## config.mk

```make
export PLATFORM = sky130hd
export DESIGN_NAME = nx_stream_scheduler
export DESIGN_NICKNAME = d
export VERILOG_FILES = /design/src/rtl/nx_stream_scheduler_pkg.sv /design/src/rtl/nx_stream_scheduler_rr_picker.sv /design/src/rtl/nx_stream_scheduler.sv
export SDC_FILE = /design/constraint.sdc
export NUM_CORES = 1
export LEC_CHECK = 0
export BUFFER_PORTS_ARGS = -buffer_cell sky130_fd_sc_hd__buf_2
export CORE_MARGIN = 2
export CORE_UTILIZATION = 46
export DETAILED_ROUTE_END_ITERATION = 6
export HOLD_SLACK_MARGIN = 0.1
export PLACE_DENSITY = 0.88
export SLEW_MARGIN = 20
export SYNTH_ARGS = -nofsm -noshare
export SYNTH_HDL_FRONTEND = slang
export SYNTH_HIERARCHICAL = 1
export SYNTH_SLANG_ARGS = --single-unit
```

## constraint.sdc

```tcl
create_clock -name clk_i -period 4.9 [get_ports clk_i]
set_input_delay 0.245 -clock clk_i [delete_from_list [all_inputs] [get_ports clk_i]]
set_output_delay 0.245 -clock clk_i [all_outputs]
set_load 0.05 [all_outputs]
```

## src/rtl/nx_stream_scheduler_pkg.sv

```systemverilog
// Shared node types: message layout, link direction and scheduler state encoding.
package NXConstants;

    localparam int MESSAGE_WIDTH = 32;

    typedef enum logic [1:0] {
        DIRECTION_NORTH = 2'd0,
        DIRECTION_EAST  = 2'd1,
        DIRECTION_SOUTH = 2'd2,
        DIRECTION_WEST  = 2'd3
    } direction_t;

    typedef struct packed {
        logic [7:0]  opcode;
        logic [23:0] payload;
    } node_message_t;

    typedef enum logic {
        SCHED_IDLE  = 1'b0,
        SCHED_GRANT = 1'b1
    } sched_state_t;

endpackage

```

## src/rtl/nx_stream_scheduler_rr_picker.sv

```systemverilog
// Rotating-priority first-one finder: searches upward from last_i+1 with wrap.
module nx_rr_picker #(
    parameter  int N  = 4,
    localparam int IW = $clog2(N)
) (
    input  logic [N-1:0]  eligible_i,
    input  logic [IW-1:0] last_i,
    output logic          found_o,
    output logic [IW-1:0] index_o
);

    always_comb begin
        logic [IW-1:0] k;
        k       = '0;
        found_o = 1'b0;
        index_o = '0;
        for (int i = 1; i <= N; i++) begin
            k = IW'((int'(last_i) + i) % N);
            if (!found_o && eligible_i[k]) begin
                found_o = 1'b1;
                index_o = k;
            end
        end
    end

endmodule

```

## src/rtl/nx_stream_scheduler.sv

```systemverilog
// Weighted round-robin scheduler merging STREAMS inbound message streams into one registered slot.
// Optional per-stream transfer counters are built when NX_STREAM_SCHED_STATS_EN is defined.
module nx_stream_scheduler
    import NXConstants::*;
#(
    parameter  int STREAMS      = 4,
    parameter  int WEIGHT_WIDTH = 4,
    localparam int GW           = $clog2(STREAMS)
) (
    input  logic                              clk_i,
    input  logic                              rstn_i,
    input  logic [STREAMS*WEIGHT_WIDTH-1:0]   weight_i,
    input  logic [STREAMS*MESSAGE_WIDTH-1:0]  req_data_i,
    input  logic [STREAMS*2-1:0]              req_dir_i,
    input  logic [STREAMS-1:0]                req_valid_i,
    output logic [STREAMS-1:0]                req_ready_o,
    output logic [MESSAGE_WIDTH-1:0]          sched_data_o,
    output logic [1:0]                        sched_dir_o,
    output logic                              sched_valid_o,
    input  logic                              sched_ready_i,
    output logic [GW-1:0]                     grant_o,
    output logic                              busy_o
`ifdef NX_STREAM_SCHED_STATS_EN
    ,
    output logic [STREAMS*16-1:0]             stats_o,
    input  logic                              stats_clear_i
`endif
);

    sched_state_t              state_q;
    logic [GW-1:0]             grant_q, last_q;
    logic [WEIGHT_WIDTH-1:0]   quota_q;
    node_message_t             data_q;
    direction_t                dir_q;
    logic                      valid_q;

    logic [STREAMS-1:0]        eligible;
    logic                      found;
    logic [GW-1:0]             pick;
    logic [WEIGHT_WIDTH-1:0]   pick_weight;
    logic                      can_accept, xfer;

    for (genvar k = 0; k < STREAMS; k++) begin : g_elig
        assign eligible[k] = req_valid_i[k] && (weight_i[k*WEIGHT_WIDTH +: WEIGHT_WIDTH] != '0);
    end

    nx_rr_picker #(.N(STREAMS)) u_picker (
        .eligible_i (eligible),
        .last_i     (last_q),
        .found_o    (found),
        .index_o    (pick)
    );

    assign pick_weight = weight_i[int'(pick)*WEIGHT_WIDTH +: WEIGHT_WIDTH];
    assign can_accept  = !valid_q || sched_ready_i;
    assign xfer        = (state_q == SCHED_GRANT) && can_accept && req_valid_i[grant_q];

    always_comb begin
        req_ready_o = '0;
        if (state_q == SCHED_GRANT && can_accept) req_ready_o[grant_q] = 1'b1;
    end

    // Quota only reloads in IDLE, so weight changes mid-burst wait for the next grant.
    always_ff @(posedge clk_i or negedge rstn_i) begin
        if (!rstn_i) begin
            state_q <= SCHED_IDLE;
            grant_q <= '0;
            last_q  <= GW'(STREAMS - 1);
            quota_q <= '0;
        end else begin
            case (state_q)
                SCHED_IDLE: if (found) begin
                    state_q <= SCHED_GRANT;
                    grant_q <= pick;
                    last_q  <= pick;
                    quota_q <= pick_weight;
                end
                SCHED_GRANT: if (can_accept) begin
                    if (!req_valid_i[grant_q]) begin
                        state_q <= SCHED_IDLE;
                    end else begin
                        quota_q <= quota_q - WEIGHT_WIDTH'(1);
                        if (quota_q == WEIGHT_WIDTH'(1)) state_q <= SCHED_IDLE;
                    end
                end
                default: state_q <= SCHED_IDLE;
            endcase
        end
    end

    always_ff @(posedge clk_i or negedge rstn_i) begin
        if (!rstn_i) begin
            valid_q <= 1'b0;
            data_q  <= '0;
            dir_q   <= DIRECTION_NORTH;
        end else if (xfer) begin
            valid_q <= 1'b1;
            data_q  <= node_message_t'(req_data_i[int'(grant_q)*MESSAGE_WIDTH +: MESSAGE_WIDTH]);
            dir_q   <= direction_t'(req_dir_i[int'(grant_q)*2 +: 2]);
        end else if (sched_ready_i) begin
            valid_q <= 1'b0;
        end
    end

    assign sched_data_o  = data_q;
    assign sched_dir_o   = dir_q;
    assign sched_valid_o = valid_q;
    assign grant_o       = grant_q;
    assign busy_o        = (state_q == SCHED_GRANT);

`ifdef NX_STREAM_SCHED_STATS_EN
    for (genvar k = 0; k < STREAMS; k++) begin : g_stats
        logic [15:0] cnt_q;
        always_ff @(posedge clk_i or negedge rstn_i) begin
            if (!rstn_i)                                              cnt_q <= '0;
            else if (stats_clear_i)                                   cnt_q <= '0;
            else if (xfer && grant_q == GW'(k) && cnt_q != 16'hFFFF) cnt_q <= cnt_q + 16'd1;
        end
        assign stats_o[k*16 +: 16] = cnt_q;
    end
`endif

endmodule

```

==> flow_summary_export.csv <==
group,metric,value,unit
critical_path,critPathArrivalTime,2.88,ns
sta,setup_ws,2.23,ns
power,power.total,0.00310,W
sta,fin_hold_ws,0.360,ns
synthesis,synth-compound-area-share,5.49,%
placed_design,pre_cts_ws,2.20,ns
synthesis,synth_top_family_by_area,"multiplexers",
synthesis,ys.warnings.count,6,
synthesis,synth-xor-area-share,0.294,%
detailed_routing,drc,0,
synthesis,syn_inst,200,
detailed_routing,ant_nets,0,
clock_tree,cts_made_buffers,5,
floorplan,floorplan.initialDensity,47.3,%
synthesis,synth.area.mux_share,46.4,%
synthesis,synth_top_area_cell,"dfrtp_1",
placed_design,port_buffers,200,
sta,worst_slew_margin_rel,40.2,%
grt,overflow,0,
detailed_routing,num_vias,2626,
synthesis,yosys.area_share.adder,0.839,%
floorplan,die_area,7150,um2
sta,hold_viol_final,0,
sta,drv_slew,0,
floorplan,rows,29,
sta,min_period,2.67,ns
hold_path,hold_path.class,"input pin to flop",
grt,grt_use_total,24.0,%
cells_and_area,antenna_cells,0,
cells_and_area,layout_common_cells,"199 x buf_2, 40 x dfrtp_1, 39 x mux4_2",
cells_and_area,final_common_cell,"buf_2",
synthesis,synth_area_leaders,"dfrtp_1 35%, mux4_2 29%, mux2_4 17%, nand2_1 2.4%, buf_6 1.9%",
synthesis,synth_flop_cell,"dfrtp_1",
synthesis,netlist-cell-type-count,32,
clock_tree,cts.sinks,44,
placed_design,dp_hpwl,6710,um
clock_tree,clk_pin_slew_worst_paths,0.08,ns
placed_design,gp_congestion,0.934,
power,ir_drop,0.000510,V
synthesis,synthSimpleGateAreaFrac,5.95,%
critical_path,crit_fanout,42,
critical_path,critPathLaunchType,"flop",
synthesis,synth_edf_count,0,
critical_path,end_kind,"flop",
clock_tree,ctsResizeCount,0,
floorplan,core,6310,um2
grt,antenna_found_initial,0,
synthesis,syn_nets,361,
sta,worst_slew_pin_slew,0.897,ns
synthesis,syn_area,2980,um2
synthesis,yosysTopAreaCellShare,35.2,%
synthesis,synthArstFlopShare,100,%
grt,grt_pass1_wl,13400,um
synthesis,yosysSeqAreaShare,37.0,%
sta,finClkSkew,0.00729,ns
floorplan,die_height,84.5,um
run,drv_cap,0,
cells_and_area,fin_nets,557,
cells_and_area,syn_to_final_growth,40.0,%
critical_path,crit_required,5.11,ns
detailed_routing,viasPerCell,5.54,
detailed_routing,routed_wl,8390,um
clock_tree,cts_max_level,2,
power,leakagePower,2.07,nW
detailed_routing,dr.pass1.iters,4,
grt,grt_max_degree,45,
synthesis,ys_ff_latch,44,
clock_tree,cts_buffer_depth,2,
floorplan,io_pins,201,
sta,setup_viol,0,
sta,rsz0062_at_grt,"false",
power,powerDensity,743,nW/um2
sta,fmax,375,MHz
synthesis,synth.avg_cell_area,14.9,um2
outcome,status,"finished, final reports clean",
detailed_routing,drtIter0Drc,93,
clock_tree,cts_tree,"yes",
sta,period_share,54.4,%
floorplan,fp.dieW,84.5,um
grt,grt_pass1_vias,2876,
critical_path,crit_type,"flop to flop",
clock_tree,worstSkewPairLatency,0.29,ns
sta,timing.setup.tns,0,ns
detailed_routing,post_drt_wl_per_cell,17.7,um
clock_tree,cts-root-buf,"clkbuf_8",
cells_and_area,drive_above_1_share,72.8,%
[critical path, stage by stage, from the launching register on]
cell      delay, ns
dfrtp_2        0.95
mux4_2         0.62
and3_2         0.23
buf_4          0.33
a221o_1        0.37
o211ai_1       0.07
[sequential cells by signal (all words and copies together) (netlist names)]
| name | count |
|---|---|
| busy_o | 1 |
| grant_o | 2 |
| last_q | 2 |
| quota_q | 4 |
| sched_data_o | 32 |
| sched_dir_o | 2 |
| sched_valid_o | 1 |
[repair_timing]
action	CTS	global route
hold buffers	0	1
endpoints found under the hold margin	0	42
buffers inserted	0	0
[cell usage after synthesis (2+ instances only)]
library cell,n
buf_6,5
dfstp_2,2
a21oi_1,3
nand3_1,4
buf_2,4
nand2b_1,5
ha_1,2
nor2_1,4
o41a_1,4
o32ai_1,2
mux4_2,39
dfrtp_1,42
clkbuf_1,4
nand2_1,19
o21ai_0,2
mux2_4,33
inv_1,7
a31oi_1,2
nor3_1,4
[where the power goes]
group	switching, W	total (W)	internal, W
Combinational	0.00108	0.00194	0.000853
Clock	0.000120	0.000374	0.000255
Sequential	0.000226	0.000790	0.000564
[path summary, 6_finish.rpt]
path | from | to | depth (start not counted) | slack (ns)
worst max-delay path | grant_o[1] | quota_q[3] | 5 | 2.23
worst min-delay path | sched_ready_i | sched_valid_o | 3 | 0.36
worst max register to register | grant_o[1] | quota_q[3] | 5 | 2.23
worst min register to register | sched_data_o[22] | sched_data_o[22] | 2 | 0.49
max in group asynchronous | rstn_i | grant_o[0] | 2 | 4.01
min in group asynchronous | rstn_i | sched_data_o[0] | 2 | 0.48
[area by class of cell]
type / count / area, um2
Multi-Input combinational cell: 135 / 1760
Fill cell: 504 / 2140
Inverter: 7 / 26.3
Clock buffer: 5 / 68.8
Timing Repair Buffer: 203 / 1030
Tap cell: 77 / 96.3
Sequential cell: 44 / 1110
Clock inverter: 3 / 90.1
[through the flow]
stage | area [um2] | utilization, % | std cells
6_report | 4180 | 66.2 | 474
5_1_grt | 4180 | 66.2 | 474
4_1_cts | 4160 | 66.0 | 473
3_5_place_dp | 4010 | 63.4 | 465
3_3_place_gp | 4010 | 63.4 | 465
2_1_floorplan | 2980 | - | 200
[metal layers]
| layer | track usage, % | vias to the layer above | share of wire, % |
|---|---|---|---|
| met1 | 28.6 | 1289 | 37 |
| li1 | - | 1180 | - |
| met5 | 0 | - | 0 |
| met4 | 5.92 | 0 | 1.3 |
| met3 | 5.31 | 8 | 8.0 |
| met2 | 43.8 | 149 | 53 |
[cells by family (layout without fill, tap and decap cells)]
group,Yosys count,after routing
multiplexers,73,73
flip-flops,44,44
AND/OR/NAND/NOR,39,39
buffers and inverters,21,218
AO/OA/AOI/OAI,20,20
adder cells (fa/ha/maj),2,2
XOR/XNOR,1,1
Note: power is estimated with default switching activity, not from simulation.
